$ cat config.mk
export PLATFORM = sky130hd
export DESIGN_NAME = write_txn_ctrl
export DESIGN_NICKNAME = d
export VERILOG_FILES = /design/src/rtl/write_txn_ctrl.sv
export SDC_FILE = /design/constraint.sdc
export NUM_CORES = 1
export LEC_CHECK = 0
export CAP_MARGIN = 20
export CORE_MARGIN = 3
export CORE_UTILIZATION = 29
export DETAILED_ROUTE_END_ITERATION = 8
export PLACE_DENSITY = 0.84
export SETUP_SLACK_MARGIN = 0.2
export SLEW_MARGIN = 0
export SYNTH_ARGS = -nofsm -noshare
export SYNTH_HDL_FRONTEND = slang
export SYNTH_SLANG_ARGS = --single-unit
$ cat constraint.sdc
create_clock -name clk -period 3.2 [get_ports clk]
set_input_delay 0.48 -clock clk [delete_from_list [all_inputs] [get_ports clk]]
set_output_delay 0.48 -clock clk [all_outputs]
set_load 0.1 [all_outputs]
$ cat src/rtl/write_txn_ctrl.sv
// Write-path address decoder and handshake sequencer: routes one AW/W/B write at a time
// to one of five slaves selected by addr[15:12], or answers with DECERR on a decode miss.
module write_txn_ctrl (
    input  logic        clk,
    input  logic        rst,
    input  logic [31:0] m_awaddr,
    input  logic        m_awvalid,
    output logic        m_awready,
    input  logic        m_wvalid,
    output logic        m_wready,
    input  logic        m_bready,
    output logic [4:0]  s_awvalid,
    input  logic [4:0]  s_awready,
    output logic [4:0]  s_wvalid,
    input  logic [4:0]  s_wready,
    input  logic        rt_bvalid,
    output logic        rt_bready,
    output logic [2:0]  aw_sel_q,
    output logic        err_bvalid,
    output logic [1:0]  err_bresp,
    output logic        busy
);

    typedef enum logic [1:0] {
        ST_IDLE = 2'd0,
        ST_AW   = 2'd1,
        ST_W    = 2'd2,
        ST_B    = 2'd3
    } state_t;

    state_t      r_state;
    logic [2:0]  r_sel;
    logic        r_dec_err;

    logic [3:0]  w_nib;
    logic        w_hit;
    logic [4:0]  w_sel_dec;
    logic        w_in_aw;
    logic        w_in_w;
    logic        w_in_b;
    logic        w_aw_hs;
    logic        w_w_hs;
    logic        w_b_hs;
    logic        w_unused_addr;

    assign w_nib         = m_awaddr[15:12];
    assign w_hit         = (w_nib <= 4'd4);
    assign w_unused_addr = ^{m_awaddr[31:16], m_awaddr[11:0]};

    // One-hot decode of the captured slave index; index is always 0..4.
    genvar gi;
    generate
        for (gi = 0; gi < 5; gi++) begin : g_sel_dec
            assign w_sel_dec[gi] = (r_sel == 3'(gi));
        end
    endgenerate

    assign w_in_aw = (r_state == ST_AW);
    assign w_in_w  = (r_state == ST_W);
    assign w_in_b  = (r_state == ST_B);

    // Master-side handshakes pass straight through to the selected slave.
    assign s_awvalid  = (w_in_aw && !r_dec_err && m_awvalid) ? w_sel_dec : 5'd0;
    assign m_awready  = w_in_aw && (r_dec_err || (|(s_awready & w_sel_dec)));
    assign s_wvalid   = (w_in_w && !r_dec_err && m_wvalid) ? w_sel_dec : 5'd0;
    assign m_wready   = w_in_w && (r_dec_err || (|(s_wready & w_sel_dec)));
    assign rt_bready  = w_in_b && !r_dec_err && m_bready;
    assign err_bvalid = w_in_b && r_dec_err;
    assign err_bresp  = (w_in_b && r_dec_err) ? 2'b11 : 2'b00;
    assign aw_sel_q   = r_sel;
    assign busy       = (r_state != ST_IDLE);

    assign w_aw_hs = m_awvalid && m_awready;
    assign w_w_hs  = m_wvalid && m_wready;
    assign w_b_hs  = m_bready && (r_dec_err || rt_bvalid);

    always_ff @(posedge clk or posedge rst) begin
        if (rst) begin
            r_state   <= ST_IDLE;
            r_sel     <= 3'd0;
            r_dec_err <= 1'b0;
        end else begin
            case (r_state)
                ST_IDLE: begin
                    // Selection is only ever loaded here, so it holds for the whole write.
                    if (m_awvalid) begin
                        r_sel     <= w_hit ? w_nib[2:0] : 3'd0;
                        r_dec_err <= !w_hit;
                        r_state   <= ST_AW;
                    end
                end
                ST_AW: begin
                    if (w_aw_hs) begin
                        r_state <= ST_W;
                    end
                end
                ST_W: begin
                    if (w_w_hs) begin
                        r_state <= ST_B;
                    end
                end
                ST_B: begin
                    if (w_b_hs) begin
                        r_state <= ST_IDLE;
                    end
                end
                default: r_state <= ST_IDLE;
            endcase
        end
    end

endmodule

Yosys cells after proc, flatten, opt, wreduce, memory -nomap -nowiden
Index checks and enable logic that the tools add are counted.
{"block": "op_classes", "n_lt_le_gt_ge": 1, "n_eq_ne": 11, "mux": 9, "bitwise_logic": 2, "reduce_logical": 24}
{"operator": "$logic_and A1 B1 Y1", "count": 12}
{"operator": "$and A5 B5 Y5", "count": 2}
{"operator": "$mux W2", "count": 5}
{"operator": "$mux W5", "count": 2}
{"operator": "$reduce_or A5 Y1", "count": 2}
{"operator": "$pmux W2 S4", "count": 1}
{"operator": "$eq A3 B2 Y1 const B", "count": 2}
{"operator": "$ne A2 B1 Y1 const B", "count": 3}
{"operator": "$eq A2 B2 Y1 const B", "count": 2}
{"operator": "$le A4 B3 Y1 const B", "count": 1}
{"operator": "$reduce_and A4 Y1", "count": 1}
{"operator": "$eq A3 B1 Y1 const B", "count": 1}
{"operator": "$eq A3 B3 Y1 const B", "count": 1}
{"operator": "$logic_not A3 Y1", "count": 1}
{"operator": "$logic_or A1 B1 Y1", "count": 3}
{"operator": "$mux W3", "count": 1}
{"operator": "$eq A2 B1 Y1 const B", "count": 1}
{"operator": "$logic_not A1 Y1", "count": 2}
{"operator": "$logic_not A2 Y1", "count": 1}
{"operator": "$ne A2 B2 Y1 const B", "count": 1}
{"operator": "$reduce_and A2 Y1", "count": 1}
{"operator": "$reduce_bool A2 Y1", "count": 1}
{"block": "totals", "register_bits": 6, "inputBits": 48, "out_inout_bits": 20, "wordCells": 50}

Depth between registers and ports, before layout
Gate-level depths: netlist (run 1).
{"block": "logic_depth", "depth_word": 8, "mapped_depth": 7}

Worst setup path before layout (run 1)
Ideal clock, no wire load.
{"block": "synth_timing", "path_type": "register to output", "startpoint": "reg r_sel[1] (netlist: aw_sel_q[1])", "endpoint": "out s_awvalid[2]", "arrival_time_ns": 4.370, "path_slack_ns": -1.650, "path_stages_with_launch": 3, "n_path_buf": 1, "cell_sequence": "dfrtp_1 -> buf_2 -> nor4b_1"}
{"block": "synth_via", "elab_chain_len": 2}
{"element": "start: declaration", "line_no": "32", "text": "logic [2:0] r_sel;"}
{"element": "start signal: assignment", "line_no": "87", "text": "r_sel <= w_hit ? w_nib[2:0] : 3'd0;"}
{"element": "$eq A3 B2 Y1", "line_no": "54", "text": "assign w_sel_dec[gi] = (r_sel == 3'(gi));"}
{"element": "$mux W5", "line_no": "63", "text": "assign s_awvalid = (w_in_aw && !r_dec_err && m_awvalid) ? w_sel_dec : 5'd0;"}
{"element": "end: declaration", "line_no": "12", "text": "output logic [4:0] s_awvalid,"}
No other way between the ends.

Worst setup path after layout (run 1)
{"block": "layout_timing", "startpoint": "reg r_sel[0] (netlist: aw_sel_q[0])", "endpoint": "out m_wready"}
{"block": "layout_via", "elab_chain_len": 5, "word_cells_on_any_way": 9}
{"element": "$eq A3 B1 Y1 (tied with other cells)", "line_no": "54"}
{"element": "$and A5 B5 Y5 *", "line_no": "66", "text": "assign m_wready = w_in_w && (r_dec_err || (|(s_wready & w_sel_dec)));"}
{"element": "$reduce_or A5 Y1 *", "line_no": "66"}
{"element": "$logic_or A1 B1 Y1 *", "line_no": "66"}
{"element": "$logic_and A1 B1 Y1 *", "line_no": "66"}
{"element": "end: declaration", "line_no": "10", "text": "output logic m_wready,"}
Every way passes the cells marked *; elsewhere a longest branch is shown, timed or not.

==> results of run 1 <==
synth_stat cells:
cell type  instances
and3_1             1
or2_1              1
or2_2              1
mux4_2             1
o21ai_0            3
nand2_1            6
a22o_1             2
nand3b_1           1
inv_1              6
dfrtp_1            6
o21a_1             2
nor2b_4            1
o21ai_1            1
nor4b_1            4
a21oi_2            1
ha_1               5
nor2_1             5
buf_2              1
o21ai_2            1
o211ai_1           1
clkbuf_1           1
buf_4              3
nand3_1            2
a211oi_2           1
nor2b_1            1
and2_1             1
o221ai_1           1
o41ai_1            1
a21oi_1            2
o32a_1             1
mux2i_1            2
o21bai_1           1
nor3_1             3
mux2_4             1
metrics by stage:
| stage | total power [mW] | setup TNS [ns] | utilization (%) |
|---|---|---|---|
| floorplan | 0.9325 | -0.9260 | - |
| global placement | 1.068 | 0 | 51.14 |
| detailed placement | 1.090 | 0 | 51.14 |
| CTS | 1.164 | 0 | 52.27 |
| global route | 1.212 | 0 | 52.27 |
| finish | 1.153 | 0 | 52.27 |
registers in the layout, indices dropped and copies added (netlist names):
register / cells
aw_sel_q: 3
r_dec_err: 1
r_state: 2
kinds of logic after synthesis:
kind of cell               synth area share (%)
adders and majority gates                 10.20
AOI/OAI and AO/OA                         22.04
muxes                                     9.387
buffers and inverters                     8.774
DFF                                       24.49
and+or+nand+nor                           25.10
routing by layer:
layer / vias up / routed length (um) / global-route usage (%) / share of wire [%]
met4: 0 / 39 / 7.860 / 2.3
met2: 25 / 800 / 19.87 / 48
li1: 327 / - / - / -
met1: 282 / 738 / 16.11 / 44
met3: 6 / 101 / 0.8596 / 6.0
met5: - / 0 / 0 / 0
power groups by stage:
stage	sequential, mW	combinational, mW	clock, mW
6_report	0.190	0.894	0.0686
5_1_grt	0.201	0.936	0.0747
4_1_cts	0.191	0.901	0.0710
3_5_place_dp	0.192	0.898	0
3_3_place_gp	0.188	0.880	0
2_1_floorplan	0.245	0.688	0
worst max-delay path: stages (launching register included):
cell and delay (ns):
dfrtp_1 0.60, mux4_2 0.56, nor2b_4 0.14, o21a_1 0.20, buf_4 0.22
path summary, 6_finish.rpt:
kind	endpoint	slack, ns	cells after the start
min	aw_sel_q[2]$_DFFE_PP0P_	0.44	2
max reg2reg	r_state[1]$_DFFE_PP0P_	1.23	5
max in group asynchronous	r_state[1]$_DFFE_PP0P_	2.57	2
max	m_wready	0.74	4
min in group clk	r_dec_err$_DFFE_PP0P_	0.56	2
min reg2reg	r_dec_err$_DFFE_PP0P_	0.56	2
area by class of cell:
cell class                 instances  area [um^2]  share of cell area [%]
multi-input combinational         54        454.2                   43.84
timing repair buffer              39        352.8                   34.06
sequential                         6        150.1                   14.49
tap                               27        33.78                   3.261
clock buffer                       3        22.52                   2.174
inverter                           6        22.52                   2.174
==> results.txt, run 1 <==
DR WL/cell -> 12.44 um
Global-route wire length before repair -> 2532 um
DP Cell Count -> 132
Post-CTS Setup Bufs -> 0
WP data required -> 2.72 ns
Row count -> 16
Remaining DRCs -> 0
Cell Pwr Density -> 1113 nW/um^2
Post-synthesis cell type count -> 34
Overflow after GRT -> 0
CTS tree -> done
Top cell type's share of synthesized area -> 24.49%
Nets@finish -> 163
Worst Path Max Fanout -> 12
CTS Buffer Depth -> 2
N_diodes -> 0
Syn Inst Count -> 71
Tmin final -> 2.457 ns
Commonest non-fill, non-tap cells in the layout -> 19 x clkdlybuf4s50_1, 19 x buf_4, 6 x nand2_1, 6 x inv_1, 6 x dfrtp_1
Die width -> 51.98 um
Die span in y -> 51.98 um
Area grow syn2layout -> 68.98%
IO buf count -> 39
Synth top area cells -> dfrtp_1 24%, ha_1 10%, nor4b_1 5.7%
Sequential share of the synthesized area -> 24.49%
Skew final -> 0.0008443 ns
Worst R2R Start -> aw_sel_q[0]$_DFFE_PP0P_
CP endpoint kind -> output pin
Post-DP HPWL -> 1392 um
Switch share -> 64.10%
Die area -> 2702 um^2
Io pins -> 68
Number of CTS-inserted buffers -> 3
Leak -> 0.4498 nW
Max-capacitance violation count -> 0
Clock-pin slew of the registers on the worst-case setup and hold paths -> 0.04 ns
CTS Hold Bufs -> 0
Pre-CTS WS -> 0.8075 ns
Largest area contributor in the netlist -> dfrtp_1
Core box area -> 1982 um^2
Fillers -> 184
Placed inst area -> 1013 um^2
Finished Layout Cells -> 135
Final setup viols -> 0
Final hold viol count -> 0
Ratio of cells with drive above 1 in the final layout -> 37.04%
Hold Crit Class -> in -> async
Crit path DAT -> 1.98 ns
Startpoint Class -> flip-flop
Mapped cell area -> 613.1 um^2
# H-tree levels -> 1
Clk pwr share -> 6.0%
Post_cts resized -> 0
Int Pwr -> 413.9 uW
WL final -> 1680 um
Final worst slack -> 0.7428 ns
Classification of the worst setup path -> reg -> out
Period utilization -> 76.79%
Total Routing Usage GR -> 12.46%
Skew-Pair Late Insertion Delay -> 0.24 ns
Slew @ Worst Pin -> 0.6099 ns
Flop pwr share -> 16.5%
Root Buffer -> clkbuf_4
Via density -> 4.741
Initial Util -> 30.93%
Pins Over Slew Limit -> 0
WHS -> 0.4430 ns
Crit. Startpoint -> aw_sel_q[0]$_DFFE_PP0P_
Num Clock Sinks -> 6
Peak supply drop -> 0.4415 mV
Comb power frac -> 77.6%
Peak Freq -> 407.0 MHz
Layout Cell Area excl Fill -> 1036 um^2
Placer congestion estimate -> 0.6783
Post-synthesis area per instance -> 8.635 um^2
Vias post-DR -> 640
Vias in the first global route -> 597
RSZ-0062 raised after global routing -> false
Mapped Nets -> 124
Status -> completed
DR pass1 iterations -> 4
Initial antenna violation count -> 0
Syn. warnings -> 0
Flip-flop and latch count after synthesis -> 6
Largest net degree at the start of global routing -> 15
Initial DRC Count -> 5
Antenna Violating Nets Remaining -> 0
Rel. slew slack -> 59.34%
Switching power -> 739.0 uW
No activity file was read; power rests on OpenSTA's default activity.
==> inputs of run 2 (changes only) <==
CORE_UTILIZATION = 25   (was 29)
PLACE_DENSITY = 0.77   (was 0.84)
clock period = 2.03 ns   (was 3.2 ns; I/O delays follow)
==> run 2 against run 1 <==
  * Global-route usage grew 4.0 points
  * Sequential share of layout area fell by 4.3 points
  * Clock skew is 0.0078 ns higher
  * Routed wire length up 42%
  * Die area increased by 14%
  * Worst hold slack lost 0.19 ns
  * Power rose by 130%
  * Sequential cell count did not move
  * Core utilization grew 18 points
  * Clock-buffer cell count increased by 1
  * Via count up 25%
  * Final cell count is 18% higher
  * Critical endpoint unchanged
  * Largest power group unchanged
==> results.txt, run 2 (synthesis gave the netlist of run 1 again) <==
N_diodes -> 0
Die area -> 3082 um^2
Area of the multi-input gates -> 590.6 um^2
WL final -> 2390 um
Skew final -> 0.008684 ns
Peak Freq -> 496.2 MHz
Status -> completed
Area grow syn2layout -> 161.2%
Finished Layout Cells -> 159
Crit. Startpoint -> aw_sel_q[0]$_DFFE_PP0P_
Startpoint Class -> flip-flop
Number of CTS-inserted buffers -> 3
Die span in y -> 55.52 um
Reg area -> 163.9 um^2
Remaining DRCs -> 0
Classification of the worst setup path -> reg -> out
Crit path DAT -> 1.71 ns
Commonest non-fill, non-tap cells in the layout -> 19 x clkdlybuf4s50_1, 19 x buf_12, 19 x buf_4
Worst Path Max Fanout -> 5
Worst reg-to-reg setup slack -> 0.04 ns
Hold Crit Class -> in -> async
DP Cell Count -> 136
Layout Cell Area excl Fill -> 1602 um^2
IO buf count -> 39
Switching power -> 1.470 mW
Slew @ Worst Pin -> 0.2726 ns
Root Buffer -> clkbuf_4
Vias in the first global route -> 865
Cell Pwr Density -> 1689 nW/um^2
Placer congestion estimate -> 0.7232
Post-DP HPWL -> 1649 um
Clock-pin slew of the registers on the worst-case setup and hold paths -> 0.06 ns
FF-to-FF path depth -> 7
Via density -> 5.025
Nets@finish -> 185
Period utilization -> 99.27%
Clk pwr share -> 4.7%
Global-route wire length before repair -> 4153 um
WP data required -> 1.73 ns
Flop pwr share -> 10.5%
Skew-Pair Late Insertion Delay -> 0.26 ns
Core box area -> 2276 um^2
Max reg flops -> 3
Tmin final -> 2.015 ns
Vias post-DR -> 799
Worst R2R Start -> aw_sel_q[0]$_DFFE_PP0P_
Die width -> 55.52 um
Row count -> 17
R2r endpoint -> r_state[1]$_DFFE_PP0P_
Ratio of cells with drive above 1 in the final layout -> 62.60%
Initial antenna violation count -> 0
DR pass1 iterations -> 4
Peak supply drop -> 1.335 mV
Overflow after GRT -> 0
Max-capacitance violation count -> 0
Leak -> 0.6188 nW
Largest net degree at the start of global routing -> 9
CP endpoint kind -> output pin
CTS tree -> done
Num Clock Sinks -> 6
CTS Buffer Depth -> 2
Int Pwr -> 1.236 mW
RSZ-0062 raised after global routing -> true
# H-tree levels -> 1
Initial Util -> 26.94%
Final hold viol count -> 0
Switch share -> 54.32%
Placed inst area -> 1393 um^2
Final setup viols -> 0
Io pins -> 68
Total Routing Usage GR -> 16.51%
Comb power frac -> 84.8%
CTS Hold Bufs -> 0
CP endpoint -> m_wready
Antenna Violating Nets Remaining -> 0
DR WL/cell -> 15.03 um
Pins Over Slew Limit -> 0
Fillers -> 156
Rel. slew slack -> 81.30%
Initial DRC Count -> 33
==> run 2: changes by cell type in the layout (fill, tap and decap cells not counted), sizes merged <==
cell    previous run  this run
clkbuf             3         4
buf               20        42
==> run 2: critical path, stage by stage (launching register included) <==
cell and delay [ns]:
dfrtp_4 0.44, mux4_2 0.50, nor2b_4 0.14, o21a_2 0.20
buf_12 0.16
==> run 2: metrics by stage <==
stage               util [%]  total power [mW]  setup TNS, ns  hold slack [ns]  setup WS, ns
floorplan                  -             1.700         -1.514          0.09552       -0.2356
global placement       61.19             2.162              0           0.5303       0.01878
detailed placement     61.19             2.208              0           0.5340       0.02720
global route           70.37             2.822       -0.03401           0.2756      -0.02856
finish                 70.37             2.706              0           0.2554       0.01484
CTS                    69.27             2.637              0           0.2534       0.01064
==> run 2: routing by layer <==
metal | up-vias | GRT usage (%) | share of wire (%)
met5 | - | 0 | 0
met4 | 0 | 4.861 | 1.5
met3 | 6 | 4.206 | 6.9
met2 | 35 | 31.42 | 55
met1 | 383 | 17.52 | 36
li1 | 375 | - | -
==> run 2: worst min-delay path by stage <==
stage | start | end | cells after the start
floorplan | rst | r_dec_err$_DFFE_PP0P_ | 1
global placement | rst | r_state[1]$_DFFE_PP0P_ | 2
detailed placement | rst | r_dec_err$_DFFE_PP0P_ | 2
CTS | rst | aw_sel_q[2]$_DFFE_PP0P_ | 2
global route | rst | aw_sel_q[2]$_DFFE_PP0P_ | 2
finish | rst | aw_sel_q[2]$_DFFE_PP0P_ | 2
==> run 2: timing repair <==
item / in CTS / in global routing
setup buffers: 17 / 2
setup endpoints to repair: 13 / 12
pin swaps: 14 / 4
resized for setup: 12 / 3
==> run 2: power by group through the flow <==
stage / Sequential, mW / Combinational (mW) / Clock, mW
6_report: 0.284 / 2.29 / 0.129
5_1_grt: 0.291 / 2.39 / 0.140
3_5_place_dp: 0.345 / 1.86 / 0
3_3_place_gp: 0.343 / 1.82 / 0
4_1_cts: 0.279 / 2.23 / 0.132
2_1_floorplan: 0.424 / 1.28 / 0
==> run 2: layout make-up <==
class | instances | share of cell area, %
tap | 28 | 2.187
inverter | 6 | 1.719
multi-input combinational | 54 | 36.87
timing repair buffer | 61 | 47.34
clock buffer | 4 | 1.641
sequential | 6 | 10.23
